`config.mk`:
```
export PLATFORM = sky130hd
export DESIGN_NAME = cmd_bridge_flat
export DESIGN_NICKNAME = d
export VERILOG_FILES = /design/src/rtl/tl_pkg.sv /design/src/rtl/tl_if.sv /design/src/rtl/cmd_bridge.sv /design/src/flat_wrapper.sv
export SDC_FILE = /design/constraint.sdc
export NUM_CORES = 1
export LEC_CHECK = 0
export CAP_MARGIN = 0
export CORE_UTILIZATION = 34
export CTS_CLUSTER_DIAMETER = 60
export DETAILED_ROUTE_END_ITERATION = 8
export PLACE_DENSITY_LB_ADDON = 0.15
export SYNTH_ARGS = -nofsm -noshare
export SYNTH_HDL_FRONTEND = slang
export SYNTH_SLANG_ARGS = --single-unit
```
`constraint.sdc`:
```
create_clock -name clk -period 5.5 [get_ports clk]
set_input_delay 1.1 -clock clk [delete_from_list [all_inputs] [get_ports clk]]
set_output_delay 1.1 -clock clk [all_outputs]
set_load 0.05 [all_outputs]
```
`src/rtl/tl_pkg.sv`:
```
`default_nettype none
// =============================================================================
// Module      : tl_pkg
// Description : TileLink-UL opcodes, host command opcodes and bridge FSM states
// Revision    : 1.0 - initial release
// =============================================================================
package tl_pkg;

    localparam logic [2:0] TL_GET      = 3'd4;
    localparam logic [2:0] TL_PUT_FULL = 3'd0;
    localparam logic [2:0] TL_ACK      = 3'd0;
    localparam logic [2:0] TL_ACK_DATA = 3'd1;

    localparam logic [7:0] CMD_READ  = 8'h01;
    localparam logic [7:0] CMD_WRITE = 8'h02;

    typedef enum logic [2:0] {
        S_OP    = 3'd0,
        S_ADDR  = 3'd1,
        S_WDATA = 3'd2,
        S_REQ   = 3'd3,
        S_RESP  = 3'd4,
        S_SEND  = 3'd5,
        S_ERR   = 3'd6
    } state_t;

endpackage
`default_nettype wire

```
`src/rtl/tl_if.sv`:
```
`default_nettype none
// =============================================================================
// Module      : tl_if
// Description : TileLink-UL A/D channel bundle with master and slave views
// Revision    : 1.0 - initial release
// =============================================================================
interface tl_if #(
    parameter int ADDR_W = 64,
    parameter int DATA_W = 64
) ();
    logic                  a_valid;
    logic                  a_ready;
    logic [2:0]            a_opcode;
    logic [2:0]            a_size;
    logic [DATA_W/8-1:0]   a_mask;
    logic [ADDR_W-1:0]     a_address;
    logic [DATA_W-1:0]     a_data;
    logic                  d_valid;
    logic                  d_ready;
    logic [2:0]            d_opcode;
    logic [DATA_W-1:0]     d_data;

    modport master (
        output a_valid, a_opcode, a_size, a_mask, a_address, a_data, d_ready,
        input  a_ready, d_valid, d_opcode, d_data
    );

    modport slave (
        input  a_valid, a_opcode, a_size, a_mask, a_address, a_data, d_ready,
        output a_ready, d_valid, d_opcode, d_data
    );
endinterface
`default_nettype wire

```
`src/rtl/cmd_bridge.sv`:
```
`default_nettype none
// =============================================================================
// Module      : cmd_bridge
// Description : Host byte-stream to TileLink-UL master, one 64-bit access per frame
// Revision    : 1.0 - initial release
// =============================================================================
module cmd_bridge
    import tl_pkg::*;
#(
    parameter int         ADDR_W   = 64,
    parameter int         DATA_W   = 64,
    parameter logic [7:0] ACK_BYTE = 8'hA5,
    parameter logic [7:0] ERR_BYTE = 8'hEE
) (
    input  logic       clk,
    input  logic       rst_n,
    input  logic       cmd_empty,
    input  logic [7:0] cmd_dout,
    output logic       cmd_rd_en,
    input  logic       res_almost_full,
    output logic       res_wr_en,
    output logic [7:0] res_din,
    tl_if.master       bus
);

    state_t              r_state;
    state_t              w_next;
    logic [2:0]          r_byte_cnt;
    logic [ADDR_W-1:0]   r_addr;
    logic [DATA_W-1:0]   r_wdata;
    logic [DATA_W-1:0]   r_rdata;
    logic                r_is_write;
    logic                r_live;
    logic                w_pop;
    logic                w_push;
    logic                w_last_byte;
    logic                w_resp_ok;

    // r_live keeps cmd_rd_en low while reset is held, even if the FIFO is not empty
    assign w_pop = r_live && !cmd_empty &&
                   (r_state == S_OP || r_state == S_ADDR || r_state == S_WDATA);
    assign w_push      = (r_state == S_SEND || r_state == S_ERR) && !res_almost_full;
    assign w_last_byte = (r_byte_cnt == 3'd7);
    assign w_resp_ok   = r_is_write ? (bus.d_opcode == TL_ACK)
                                    : (bus.d_opcode == TL_ACK_DATA);

    always_ff @(posedge clk or negedge rst_n) begin
        if (!rst_n) begin
            r_state <= S_OP;
        end else begin
            r_state <= w_next;
        end
    end

    always_comb begin
        w_next = r_state;
        case (r_state)
            S_OP: begin
                if (w_pop) begin
                    w_next = (cmd_dout == CMD_READ || cmd_dout == CMD_WRITE) ? S_ADDR : S_ERR;
                end
            end
            S_ADDR: begin
                if (w_pop && w_last_byte) begin
                    w_next = r_is_write ? S_WDATA : S_REQ;
                end
            end
            S_WDATA: begin
                if (w_pop && w_last_byte) begin
                    w_next = S_REQ;
                end
            end
            S_REQ: begin
                if (bus.a_ready) begin
                    w_next = S_RESP;
                end
            end
            S_RESP: begin
                if (bus.d_valid) begin
                    w_next = w_resp_ok ? S_SEND : S_ERR;
                end
            end
            S_SEND: begin
                if (w_push && (r_is_write || w_last_byte)) begin
                    w_next = S_OP;
                end
            end
            S_ERR: begin
                if (w_push) begin
                    w_next = S_OP;
                end
            end
            default: w_next = S_OP;
        endcase
    end

    always_comb begin
        bus.a_valid   = 1'b0;
        bus.a_opcode  = 3'd0;
        bus.a_size    = 3'd0;
        bus.a_mask    = '0;
        bus.a_address = '0;
        bus.a_data    = '0;
        bus.d_ready   = 1'b0;
        res_din       = 8'h00;
        case (r_state)
            S_REQ: begin
                bus.a_valid   = 1'b1;
                bus.a_size    = 3'd3;
                bus.a_mask    = '1;
                bus.a_address = r_addr;
                bus.a_opcode  = r_is_write ? TL_PUT_FULL : TL_GET;
                bus.a_data    = r_is_write ? r_wdata : '0;
            end
            S_RESP:  bus.d_ready = 1'b1;
            S_SEND:  res_din = r_is_write ? ACK_BYTE : r_rdata[{r_byte_cnt, 3'b000} +: 8];
            S_ERR:   res_din = ERR_BYTE;
            default: ;
        endcase
    end

    assign cmd_rd_en = w_pop;
    assign res_wr_en = w_push;

    // byte_cnt indexes the incoming address/data bytes and then the outgoing read bytes
    always_ff @(posedge clk or negedge rst_n) begin
        if (!rst_n) begin
            r_live     <= 1'b0;
            r_byte_cnt <= 3'd0;
            r_addr     <= '0;
            r_wdata    <= '0;
            r_rdata    <= '0;
            r_is_write <= 1'b0;
        end else begin
            r_live <= 1'b1;
            case (r_state)
                S_OP: begin
                    r_byte_cnt <= 3'd0;
                    if (w_pop) begin
                        r_is_write <= (cmd_dout == CMD_WRITE);
                    end
                end
                S_ADDR: begin
                    if (w_pop) begin
                        r_addr[{r_byte_cnt, 3'b000} +: 8] <= cmd_dout;
                        r_byte_cnt <= r_byte_cnt + 3'd1;
                    end
                end
                S_WDATA: begin
                    if (w_pop) begin
                        r_wdata[{r_byte_cnt, 3'b000} +: 8] <= cmd_dout;
                        r_byte_cnt <= r_byte_cnt + 3'd1;
                    end
                end
                S_RESP: begin
                    if (bus.d_valid) begin
                        r_rdata <= bus.d_data;
                    end
                end
                S_SEND: begin
                    if (w_push && !r_is_write) begin
                        r_byte_cnt <= r_byte_cnt + 3'd1;
                    end
                end
                S_ERR:   r_byte_cnt <= 3'd0;
                default: ;
            endcase
        end
    end

endmodule
`default_nettype wire

```
`src/flat_wrapper.sv`:
```
// flat-port wrapper written by rule: the top's interface ports become plain ports
module cmd_bridge_flat import tl_pkg::*;
#(
    parameter int         ADDR_W   = 64,
    parameter int         DATA_W   = 64,
    parameter logic [7:0] ACK_BYTE = 8'hA5,
    parameter logic [7:0] ERR_BYTE = 8'hEE
)
  (clk, rst_n, cmd_empty, cmd_dout, cmd_rd_en, res_almost_full, res_wr_en, res_din, bus_a_valid, bus_a_opcode, bus_a_size, bus_a_mask, bus_a_address, bus_a_data, bus_d_ready, bus_a_ready, bus_d_valid, bus_d_opcode, bus_d_data);
  tl_if #(.ADDR_W(ADDR_W), .DATA_W(DATA_W)) bus_i ();
  input  logic clk;
  input  logic rst_n;
  input  logic cmd_empty;
  input  logic [7:0] cmd_dout;
  output logic cmd_rd_en;
  input  logic res_almost_full;
  output logic res_wr_en;
  output logic [7:0] res_din;
  output wire logic [$bits(bus_i.a_valid)-1:0] bus_a_valid;
  output wire logic [$bits(bus_i.a_opcode)-1:0] bus_a_opcode;
  output wire logic [$bits(bus_i.a_size)-1:0] bus_a_size;
  output wire logic [$bits(bus_i.a_mask)-1:0] bus_a_mask;
  output wire logic [$bits(bus_i.a_address)-1:0] bus_a_address;
  output wire logic [$bits(bus_i.a_data)-1:0] bus_a_data;
  output wire logic [$bits(bus_i.d_ready)-1:0] bus_d_ready;
  input wire logic [$bits(bus_i.a_ready)-1:0] bus_a_ready;
  input wire logic [$bits(bus_i.d_valid)-1:0] bus_d_valid;
  input wire logic [$bits(bus_i.d_opcode)-1:0] bus_d_opcode;
  input wire logic [$bits(bus_i.d_data)-1:0] bus_d_data;
  assign bus_a_valid = bus_i.a_valid;
  assign bus_a_opcode = bus_i.a_opcode;
  assign bus_a_size = bus_i.a_size;
  assign bus_a_mask = bus_i.a_mask;
  assign bus_a_address = bus_i.a_address;
  assign bus_a_data = bus_i.a_data;
  assign bus_d_ready = bus_i.d_ready;
  assign bus_i.a_ready = bus_a_ready;
  assign bus_i.d_valid = bus_d_valid;
  assign bus_i.d_opcode = bus_d_opcode;
  assign bus_i.d_data = bus_d_data;
  cmd_bridge #(.ADDR_W(ADDR_W), .DATA_W(DATA_W), .ACK_BYTE(ACK_BYTE), .ERR_BYTE(ERR_BYTE)) u_core (.clk(clk), .rst_n(rst_n), .cmd_empty(cmd_empty), .cmd_dout(cmd_dout), .cmd_rd_en(cmd_rd_en), .res_almost_full(res_almost_full), .res_wr_en(res_wr_en), .res_din(res_din), .bus(bus_i));
endmodule
```
## After elaboration in Yosys (flattened, before gate mapping)

Index checks and enable logic that the tools add are counted.

| cells by class | value |
|---|---|
| add/subtract/negate cells | 2 |
| equality and inequality tests | 19 |
| shifts and indexed selects | 3 |
| muxes and demuxes | 28 |
| reductions and logical operators | 25 |

Operators by type and width:

| cell | count |
|---|---|
| 64-bit two-way mux | 3 |
| 64-bit bitwise mux | 2 |
| 8-bit by 8-bit variable shift with 64-bit output, first input constant | 1 |
| 64-bit by 7-bit indexed part select with 8-bit output | 1 |
| 8-bit by 8-bit indexed part select with 64-bit output | 1 |
| 3-bit two-way mux | 12 |
| 3-bit case mux with 7 select lines | 1 |
| 8-bit two-way mux | 2 |
| 8-bit case mux with 2 select lines | 1 |
| 3-bit == test, second input constant | 4 |
| 2-bit != test, second input constant | 6 |
| 3-bit case mux with 3 select lines | 1 |
| 8-bit by 1-bit == test with 1-bit output, second input constant | 1 |
| 8-bit by 2-bit == test with 1-bit output, second input constant | 1 |
| 6-bit negator with 8-bit output | 1 |
| 2-bit AND reduction | 4 |
| 7-bit AND reduction | 1 |
| 3-bit by 1-bit == test with 1-bit output, second input constant | 2 |
| 3-bit by 2-bit == test with 1-bit output, second input constant | 2 |
| 1-bit logical AND | 6 |
| 3-bit logical NOT | 2 |
| 2-bit by 1-bit != test with 1-bit output, second input constant | 3 |
| 1-bit logical OR | 5 |
| 1-bit two-way mux | 4 |
| other kinds (6) | 10 |

| word-level totals | value |
|---|---|
| register bits | 200 |
| input port bits | 81 |
| output and inout bits | 154 |

## Depth between registers and ports, before layout

| depth | value |
|---|---|
| depth in word-level cells | 7 |
| mapped depth | 8 |
| mapped depth without buffers | 7 |

## Worst setup path after synthesis

OpenSTA, ideal clock, no wires.

| timing | value |
|---|---|
| path type | input to output |
| from | in cmd_empty |
| to | out cmd_rd_en |
| arrival | 2,365 ps |
| required time | 4,400 ps |
| path slack | 2,035 ps |
| stages on the path | 3 |
| cells stage by stage | or3b_1 > buf_6 > a21oi_1 |

| between the ends | value |
|---|---|
| word-level cells in the longest chain between the ends | 3 |

RTL lines:

| item | line | RTL |
|---|---|---|
| start: declaration | flat_wrapper.sv:13 | `input logic cmd_empty;` |
| 1-bit logical NOT | cmd_bridge.sv:40 | `assign w_pop = r_live && !cmd_empty &&` |
| 1-bit logical AND (2 in a row) | cmd_bridge.sv:40 |  |
| end: declaration | flat_wrapper.sv:15 | `output logic cmd_rd_en;` |

Every way passes these cells.

## Worst setup path after layout

| timing | value |
|---|---|
| from | reg u_core.r_state[2] |
| to | out bus_a_data[22] |

| between the ends | value |
|---|---|
| word-level cells in the longest chain between the ends | 2 |

RTL lines:

| item | line | RTL |
|---|---|---|
| start: declaration | cmd_bridge.sv:26 | `state_t r_state;` |
| start signal: assignment | cmd_bridge.sv:51 | `r_state <= w_next;` |
| 3-bit by 2-bit == test with 1-bit output | cmd_bridge.sv:106 | `case (r_state)` |
| 64-bit two-way mux | cmd_bridge.sv:106 |  |
| end: declaration | flat_wrapper.sv:24 | `output wire logic [$bits(bus_i.a_data)-1:0] bus_a_data;` |

Every way passes these cells.

==> metrics.txt <==
ratio of cells with drive above 1 in the final layout 0.273; Hold WS 0.491 ns; Synth Instances 748; maximum vdd drop 179 µV; slew at the pin with the worst max-slew slack 1.13 ns; number of clock sinks seen by CTS 200; non-filler cells in the finished layout 1340; Worst Path Buf+Inv 2; Maximum Capacitance Violations 0; final core utilization 0.459; overall die area 29100 µm²; floorplan row count 61; Fill cells 2579; Detailed Routing Iterations Pass 1 4; count of routing violations after the opening detailed-route iteration 319; remaining global-route overflow 0; global-route usage over all layers 0.180; area occupied by multi-input gates 4330 µm²; cell type of the slowest stage on the worst timing path and3b_4; die outline height 170 µm; top cells by area in the synthesized netlist dfrtp_1, mux2_2, and2_1, and3_1, mux4_2; YS warnings 0; cell area after synthesis 9650 µm²; number of flops mapped to enable cells by yosys 0; status finished, final reports clean; I/O pin total 235; Storage cell area 5010 µm²; detailed-route via count 6498; post-route total power 5020 µW; flip-flop and latch count after synthesis 200; buffers from clock root to sink, at most 2; Port Buffers 231; post-CTS resize count 0; placed cell count 1309; Worst Setup End Kind primary output; worst clock skew 0.0105 ns; type of the most critical hold path reg -> reg; first-pass GRT wire length 39200 µm; unrepaired setup endpoints after global routing no; endpoints failing hold 0; most frequent cells in the layout clkdlybuf4s50_1, dfrtp_1, mux2_2, and2_1, and3_1; maximum number of pins on one net before global-route repair 124; share of the synthesized area in the top cell type 0.519; fraction of synthesis flops using an asynchronous set or reset pin 1.00; CTS Buf Count 17; effective utilization at floorplan 0.346; Core ar. 27900 µm²; count of inserted antenna diode cells 0; startpoint type of the worst setup path flop; number of nets in the layout 1037; Die W 170 µm; Slew Limit Headroom 0.242; Vias per Instance 4.85; CTS Hold Bufs 0; total DRC errors in the routed layout 0; CTS root buffer clkbuf_16; Avg Cell Area, Syn 12.9 µm²; Most used DFF post-synth dfrtp_1; clock tree from TritonCTS done; data arrival at the endpoint of the critical path 3.42 ns; area leader, netlist dfrtp_1; data required time at the worst endpoint 4.40 ns; Pwr Density 392 nW/µm²; CP max FO 73; via count of the first global-routing pass 6488; final antenna-violating net count 0; sum of routed wire length over all layers 25300 µm; antenna violations before repair 0; most frequent standard cell in the layout excluding fill and tap cells clkdlybuf4s50_1; routed len/inst 18.8 µm; Final TNS setup 0 ns; category of the most critical setup path reg -> out; leakage component of the power 0.00588 µW; fmax 0.221 GHz; crit-path cells and3b_4 > buf_4 > and3_1 > clkdlybuf4s50_1; final cycle utilization of the critical path 0.821; final number of max-transition violations 0; later-pin clock latency in the skew report 0.43 ns; Setup-failing EPs final 0; sequential fraction of the synthesis area 0.519; crit-path leading delay family buffers and inverters; Synth-to-Final Area Change 32.6%; clock transition at the registers of the reported paths 0.08 ns; global placer's final weighted congestion 0.718; count of buffers added by post-CTS timing repair for setup 0; Max H-tree Level 4; largest stage delay on the critical path 0.94 ns; detailed placement HPWL 17900 µm; synth unique cells 45; minimum period implied by the final worst setup slack 4.52 ns
## sequential cells by signal, summed over array words and instances, names as in the netlist
| name | cells |
|---|---|
| u_core.r_addr | 64 |
| u_core.r_rdata | 64 |
| u_core.r_wdata | 64 |
| u_core.r_byte_cnt | 3 |
| u_core.r_state | 3 |
| u_core.r_is_write | 1 |
| u_core.r_live | 1 |
## Yosys cell counts (8+ instances only)
cell type,number
and2_1,88
and3_1,70
buf_2,9
buf_4,19
clkbuf_1,27
dfrtp_1,200
mux2_2,188
mux4_2,16
nand2_1,16
nand2_2,10
nand3_1,8
nor2_1,13
## cell type report
cell class / instances / area share
Sequential cell: 200 / 0.391
Multi-Input combinational cell: 488 / 0.338
Timing Repair Buffer: 238 / 0.186
Tap cell: 378 / 0.0370
Clock inverter: 14 / 0.0127
Clock buffer: 17 / 0.0332
Inverter: 5 / 0.00147
## per-layer routing
metal / global-route usage / vias up / routed length, µm
met2: 0.290 / 177 / 12000
met5: 0 / - / 0
met4: 0.0384 / 0 / 170
met3: 0.0460 / 10 / 1480
li1: - / 3037 / -
met1: 0.244 / 3274 / 11600
## power by group
| group | switching [µW] | internal, µW |
|---|---|---|
| Combinational | 877 | 806 |
| Sequential | 257 | 1820 |
| Clock | 616 | 646 |
## metrics by stage
step                      area [µm²]  setup WS, ns
after global placement         12200          1.34
after CTS                      12800         0.984
after global routing           12800         0.756
final                          12800         0.983
after floorplan                 9660          2.04
after detailed placement       12200          1.37
## final timing paths
check / slack, ns / endpoint / cells after the start / startpoint
setup / recovery: 0.98 / bus_a_data[22] / 4 / u_core.r_state[2]
hold / removal: 0.49 / u_core.r_addr[56] / 1 / u_core.r_addr[56]
setup reg to reg: 2.27 / u_core.r_addr[14] / 6 / u_core.r_byte_cnt[2]
hold reg to reg: 0.49 / u_core.r_addr[56] / 1 / u_core.r_addr[56]
max in group asynchronous: 3.65 / u_core.r_rdata[32] / 2 / rst_n
min in group asynchronous: 0.80 / u_core.r_addr[46] / 1 / rst_n
## kinds of logic after synthesis
logic type,synth area share
compound gates,0.0174
other cells,0.000778
fa+ha+maj,0.00778
simple gates,0.150
xor+xnor,0.00272
buf+inv,0.0342
mux,0.269
flops,0.519
No activity file was read; power rests on OpenSTA's default activity.
